**config.mk**
```make
export PLATFORM = sky130hd
export DESIGN_NAME = pwm_fade_ctrl
export DESIGN_NICKNAME = d
export VERILOG_FILES = /design/src/rtl/pwm_fade_ctrl_pkg.sv /design/src/rtl/pwm_fade_ctrl_tick_gen.sv /design/src/rtl/pwm_fade_ctrl.sv
export SDC_FILE = /design/constraint.sdc
export NUM_CORES = 1
export LEC_CHECK = 0
export ABC_AREA = 1
export CAP_MARGIN = 20
export CORE_MARGIN = 4
export CORE_UTILIZATION = 60
export CTS_CLUSTER_SIZE = 14
export DETAILED_ROUTE_END_ITERATION = 12
export HOLD_SLACK_MARGIN = 0.03
export PLACE_DENSITY = 0.81
export SYNTH_ARGS = -nofsm -noshare
export SYNTH_HDL_FRONTEND = slang
export SYNTH_SLANG_ARGS = --single-unit
```
**constraint.sdc**
```tcl
create_clock -name clk -period 4.3 [get_ports clk]
set_input_delay 0.645 -clock clk [delete_from_list [all_inputs] [get_ports clk]]
set_output_delay 0.645 -clock clk [all_outputs]
set_load 0.01 [all_outputs]
```
**src/rtl/pwm_fade_ctrl_pkg.sv**
```systemverilog
// Shared definitions for the fade controller: FSM states and default widths.
package pwm_fade_ctrl_pkg;

  localparam int PD_CNT_DEF = 8;
  localparam int DIV_W_DEF  = 16;

  typedef enum logic [2:0] {
    IDLE    = 3'd0,
    RAMP_UP = 3'd1,
    RAMP_DN = 3'd2,
    BRTH_UP = 3'd3,
    BRTH_DN = 3'd4
  } fade_state_e;

  // Pick the ramp state heading toward a target; IDLE when already there.
  function automatic fade_state_e ramp_state(input logic up, input logic dn);
    if (up)      return RAMP_UP;
    else if (dn) return RAMP_DN;
    else         return IDLE;
  endfunction

endpackage

```
**src/rtl/pwm_fade_ctrl_tick_gen.sv**
```systemverilog
// Step prescaler: counts 0..div and ticks on the last count. div is used live,
// so shrinking it below the running count ticks on the very next cycle.
module tick_gen #(
  parameter int DIV_W = 16
) (
  input  logic             clk,
  input  logic             rst,
  input  logic             clr,
  input  logic [DIV_W-1:0] div,
  output logic             tick
);

  localparam logic [DIV_W-1:0] ONE = DIV_W'(1);

  logic [DIV_W-1:0] cnt;

  assign tick = (cnt >= div);

  // Free-running count; reload on tick, restart on clr (target accepted).
  always_ff @(posedge clk or posedge rst) begin
    if (rst)              cnt <= '0;
    else if (clr || tick) cnt <= '0;
    else                  cnt <= cnt + ONE;
  end

endmodule

```
**src/rtl/pwm_fade_ctrl.sv**
```systemverilog
// Fade controller: ramps duty_cnt one LSB per prescaler tick toward an
// accepted target, or breathes between 0 and the target while brth_en is high.
module pwm_fade_ctrl
  import pwm_fade_ctrl_pkg::*;
#(
  parameter int PD_CNT = PD_CNT_DEF,
  parameter int DIV_W  = DIV_W_DEF
) (
  input  logic              clk,
  input  logic              rst,
  input  logic              tgt_valid,
  input  logic [PD_CNT-1:0] tgt_duty,
  output logic              tgt_ready,
  input  logic [DIV_W-1:0]  step_div,
  input  logic              brth_en,
  output logic [PD_CNT-1:0] duty_cnt,
  output logic              busy,
  output logic              done,
  output logic              brth_wrap
);

  localparam logic [PD_CNT-1:0] ONE  = PD_CNT'(1);
  localparam logic [PD_CNT-1:0] DMAX = {PD_CNT{1'b1}};

  fade_state_e       state, state_n;
  logic [PD_CNT-1:0] target_q, target_n, duty_n, duty_inc, duty_dec;
  logic              done_n, wrap_n, accept, tick;

  assign accept   = tgt_valid & tgt_ready;
  // Saturating neighbours so duty never wraps at either end.
  assign duty_inc = (duty_cnt == DMAX) ? duty_cnt : duty_cnt + ONE;
  assign duty_dec = (duty_cnt == '0)   ? duty_cnt : duty_cnt - ONE;

  tick_gen #(.DIV_W(DIV_W)) u_tick (
    .clk  (clk),
    .rst  (rst),
    .clr  (accept),
    .div  (step_div),
    .tick (tick)
  );

  // Next-state / next-duty decode; an accept overrides any step this cycle.
  always_comb begin
    state_n  = state;
    duty_n   = duty_cnt;
    target_n = target_q;
    done_n   = 1'b0;
    wrap_n   = 1'b0;
    if (accept) begin
      target_n = tgt_duty;
      state_n  = ramp_state(tgt_duty > duty_cnt, tgt_duty < duty_cnt);
      done_n   = (tgt_duty == duty_cnt);
    end else begin
      case (state)
        IDLE: begin
          if (brth_en) state_n = (duty_cnt > target_q) ? BRTH_DN : BRTH_UP;
        end
        RAMP_UP: begin
          if (tick) begin
            duty_n = duty_inc;
            if (duty_inc == target_q) begin
              state_n = IDLE;
              done_n  = 1'b1;
            end
          end
        end
        RAMP_DN: begin
          if (tick) begin
            duty_n = duty_dec;
            if (duty_dec == target_q) begin
              state_n = IDLE;
              done_n  = 1'b1;
            end
          end
        end
        BRTH_UP: begin
          if (!brth_en) begin
            state_n = ramp_state(target_q > duty_cnt, target_q < duty_cnt);
            done_n  = (target_q == duty_cnt);
          end else if (tick) begin
            // At (or above) the top: turn around without stepping past it.
            if (duty_cnt < target_q) begin
              duty_n = duty_inc;
              if (duty_inc == target_q) state_n = BRTH_DN;
            end else begin
              state_n = BRTH_DN;
            end
          end
        end
        BRTH_DN: begin
          if (!brth_en) begin
            state_n = ramp_state(target_q > duty_cnt, target_q < duty_cnt);
            done_n  = (target_q == duty_cnt);
          end else if (tick) begin
            // A zero target parks here at 0 with no wrap pulses.
            if (duty_cnt != '0) begin
              duty_n = duty_dec;
              if (duty_dec == '0 && target_q != '0) begin
                state_n = BRTH_UP;
                wrap_n  = 1'b1;
              end
            end else if (target_q != '0) begin
              state_n = BRTH_UP;
            end
          end
        end
        default: state_n = IDLE;
      endcase
    end
  end

  // State, duty and registered status outputs.
  always_ff @(posedge clk or posedge rst) begin
    if (rst) begin
      state     <= IDLE;
      duty_cnt  <= '0;
      target_q  <= '0;
      tgt_ready <= 1'b0;
      busy      <= 1'b0;
      done      <= 1'b0;
      brth_wrap <= 1'b0;
    end else begin
      state     <= state_n;
      duty_cnt  <= duty_n;
      target_q  <= target_n;
      tgt_ready <= ~brth_en;
      busy      <= (state_n != IDLE);
      done      <= done_n;
      brth_wrap <= wrap_n;
    end
  end

endmodule
```
## Word level (Yosys, flattened, before mapping)

Cells that the tools add are included.

- Add/subtract/negate cells: 3
- Order comparisons: 7
- Eq/ne operators: 17
- Muxes and demuxes: 46
- Bitwise operators: 3
- Reduce and logical (&&, ||, !) cells: 11

Operators with widths:

| operator | count |
|---|---|
| $mux 8 | 10 |
| $mux 3 | 16 |
| $eq 8x8->1 | 4 |
| $pmux 8 s4 | 1 |
| $gt 8x8->1 | 3 |
| $lt 8x8->1 | 3 |
| $add 16x1->16 const B | 1 |
| $ge 16x16->1 | 1 |
| $logic_not 8->1 | 2 |
| $mux 16 | 1 |
| $reduce_bool 8->1 | 2 |
| $pmux 3 s5 | 1 |
| $mux 1 | 12 |
| $reduce_and 10->1 | 1 |
| $add 8x1->8 const B | 1 |
| $eq 8x8->1 const B | 1 |
| $mux 2 | 4 |
| $ne 2x1->1 const B | 4 |
| $ne 2x2->1 const B | 4 |
| $sub 8x1->8 const B | 1 |
| $eq 3x2->1 const B | 2 |
| $reduce_bool 4->1 | 1 |
| $eq 3x1->1 const B | 1 |
| $eq 3x3->1 const B | 1 |
| 8 further kinds | 9 |

- Register bits after elaboration: 39
- Input port bits: 28
- Output and inout bits: 12
- Logic and storage cells: 95

## Depth between registers and ports, before layout

- Depth in word-level cells: 11
- Depth in mapped cells: 19
- Gate-level depth less buffers: 19

## Hierarchy

From an unflattened synthesis, not the netlist that was laid out.

- Cells, all modules: 536
- Area, all modules: 3646.0 µm²

Modules (own cells, without submodules):

| module | instances | cells each | area each (µm²) | seq. area each (µm²) |
|---|---|---|---|---|
| pwm_fade_ctrl | 1 | 374 | 2402.3 | 575.6 |
| tick_gen | 1 | 162 | 1243.7 | 400.4 |

## Worst setup path before layout

No wires, ideal clock.

- Kind: input to register
- Start point: input step_div[15]
- End point: register duty_cnt[1]
- Setup time: 130 ps
- Arrival: 2259 ps
- Data required time: 4170 ps
- Setup slack: 1911 ps
- Stages: 10
- Buffers on the path: 1
- Cells stage by stage: inv_1 > ha_1 > nand2_1 > nor3_1 > nand3_1 > nand3_1 > inv_1 > a2111oi_4 > buf_2 > o21ai_0

- Longest elaborated chain between the ends: 3
- Elaborated cells between the ends (all ways): 6
- Classes of those cells: order compare: 1; eq/ne: 4; reduce/logical: 1

RTL lines:

| element | line | text |
|---|---|---|
| start, declared | pwm_fade_ctrl.sv:14 | `input logic [DIV_W-1:0] step_div,` |
| $ge 16x16->1 (*) | pwm_fade_ctrl_tick_gen.sv:17 | `assign tick = (cnt >= div);` |
| $ne 2x1->1 (no source line) | -- |  |
| $reduce_and 10->1 (no source line) (*) | -- |  |
| end signal, assigned | pwm_fade_ctrl.sv:124 | `duty_cnt <= duty_n;` |
| end, declared | pwm_fade_ctrl.sv:16 | `output logic [PD_CNT-1:0] duty_cnt,` |

Every way passes the cells marked *; elsewhere a longest branch is shown, timed or not.
A chain may end at the register's enable or synchronous reset.

## Final worst setup path

- Start point: input step_div[15]
- End point: register duty_cnt[7]

Same word-level chain as after synthesis.

==> run metrics <==
Root Buffer clkbuf_8; CTS tree done; Placement Rows 27; Post-Syn Instances 549; Nets 654; Leak between 0.002 and 0.0025 µW; RSZ-0062 raised after global routing no; H-tree depth 2; Final Slew Violations 0; Peak VDD IR 0.000432 V; syn avg cell area 6.55 µm²; Synth area leader dfrtp_1; share of the synthesized area in the top cell type 27.1%; power density cells 490 mW/mm²; Worst Max-Slew Pin Slew 797 ps; Area contributors post-synth dfrtp_1, nand2_1, ha_1; worst setup slack after layout 1190 ps; Finished Core Util 72.9%; CP Class input pin to register; Starting Density 63.4%; DIE HEIGHT between 80 and 90 µm; CP required 4500 ps; TritonRoute pass-1 iters 8; Vias 3692; Tcrit/Tclk final 72.3%; Inst Count DP 655; routed vias/inst 5.58; Data arrival, critical path 3310 ps; clock-pin slew on the worst setup and hold paths 70 ps; Fin. Hold Viols 0; Remaining Overflow, GRT 0; Post-synth EDFFs 0; Startpoint Class input pin; GPL Wtd Cong between 0.9 and 1; Cell variety after synth 33; DRT iter0 DRCs 212; gr usage total 26.3%; Seq/Total Area, Yosys ~27%; top_reg_cell synth dfrtp_1; Worst-Skew Late Latency 290 ps; Post-CTS Resized 0; clock buffer depth 2; final cell count without fillers 662; TritonCTS Sinks 39; post-CTS setup buffers 0; core area 0.00568 mm²; width of the die 85.4 µm; # diodes 0; maximum clock rate ~0.32 GHz; Setup WS pre-CTS approximately 940 ps; drc violations 0; final WL 9360 µm; DIE AREA 0.00730 mm²; Synth Warn # 0; Slew HR 46.9%; Crit. End Element register; final setup vio count 0; Final ANT Viol Nets 0; PortBufs 39; initial antenna violation count 0; Clock Skew 12.0 ps; fill count 511; wire per inst 14.1 µm; Layout area overhead 14.9%; critical path peak fanout 16; Max-Cap Viols 0; Setup TNS Final 0 ps; hold crit path type register to register; first-pass GRT wire length 15500 µm; CTS Hold Buffers Added 0; run status finished clean; Num CTS Buffers 5; layout cells sized above 1 5.76%; largest net degree at the start of global routing 40; vias in the first global route 3496; Synth Register Bits 39; Post-Synthesis Cell Area ~0.0036 mm²; I/O pins 40; Detailed Place HPWL 7590 µm; Tmin final 3110 ps; net count of the mapped netlist 613; Synth async-reset ratio 100%
## sequential cells by signal, summed over array words and instances, names as in the netlist
name        cells
done            1
tgt_ready       1
busy            1
target_q        8
duty_cnt        8
u_tick.cnt     16
state           3
brth_wrap       1
## per-stage QoR
step / instance area, µm² / hold slack (ps) / power [µW]
final: 4140 / 527 / 2030
after global routing: 4140 / 548 / 2220
after CTS: 4140 / 525 / 2020
after detailed placement: 4050 / 515 / 1750
after global placement: 4050 / 480 / 1710
after floorplan: 3600 / 455 / 1420
## kinds of logic (layout without fill, tap and decap cells)
family / after synthesis / count (layout) / synth area share [%]
AOI/OAI and AO/OA: 69 / 69 / 10.6
and+or+nand+nor: 309 / 309 / 38.0
buffers and inverters: 87 / 128 / 9.60
DFF: 39 / 39 / 27.1
xor gates and xnor gates: 9 / 9 / 2.19
adders and majority gates: 36 / 36 / 12.5
## synthesized netlist by cell type, drive strengths merged (3+ instances only)
master,instances
buf,3
nor3b,6
nand4,5
o21ai,38
dfrtp,39
a21oi,25
nor2,67
nor3,11
inv,81
nand3,51
nand2,164
nor4,3
ha,36
xor2,8
clkbuf,3
## where the power goes
group	switching, µW	internal (µW)
logic	803	430
clock network	129	126
registers	103	434
## layer usage
layer  up-vias  global-route usage [%]  routed length, µm
met2       140                    47.7               4680
met1      1668                    30.7               3810
met3        36                    3.20                518
li1       1848                       -                  -
met5         -                       0                  0
met4         0                    11.5                348
## final cells by class
| class | count | area, µm² | area share, % |
|---|---|---|---|
| repair buffers | 40 | 398 | 9.62 |
| multi-input cells | 423 | 2280 | 55.1 |
| clock buffers | 6 | 82.6 | 2.00 |
| inverters | 81 | 307 | 7.41 |
| flip-flops and latches | 39 | 976 | 23.6 |
| well taps | 72 | 90.1 | 2.18 |
| clock inverters | 1 | 5.00 | 0.121 |
## worst max-delay path: stages
cell and delay (ps):
clkdlybuf4s50_1 450, inv_1 40, ha_1 280, nand2_1 90, nor3_1 300, nand3_1 110, nand3_1 250, inv_1 170
a2111oi_4 650, o21ai_0 190, o21ai_0 120
## cells in the final DEF, fill, tap and decap left out, types with 7 or more instances in the layout
cell	synthesis	final
dfrtp_1	39	39
nor3_1	11	11
nand2_1	156	156
a21oi_1	24	24
ha_1	36	36
nand2_2	7	7
o21ai_0	38	38
inv_1	77	77
nor2_1	61	61
nand3_1	47	47
xor2_1	8	8
clkdlybuf4s50_1	0	39
## final timing paths
path / end / slack (ps) / cells after the start / start
max: duty_cnt[7] / 1190 / 11 / step_div[15]
min: u_tick.cnt[0] / 530 / 1 / u_tick.cnt[0]
max reg2reg: duty_cnt[7] / 1380 / 10 / duty_cnt[2]
min reg2reg: u_tick.cnt[0] / 530 / 1 / u_tick.cnt[0]
max in group asynchronous: u_tick.cnt[4] / 3160 / 3 / rst
min in group asynchronous: state[1] / 780 / 3 / rst
Power figures use the tool's default switching activity.
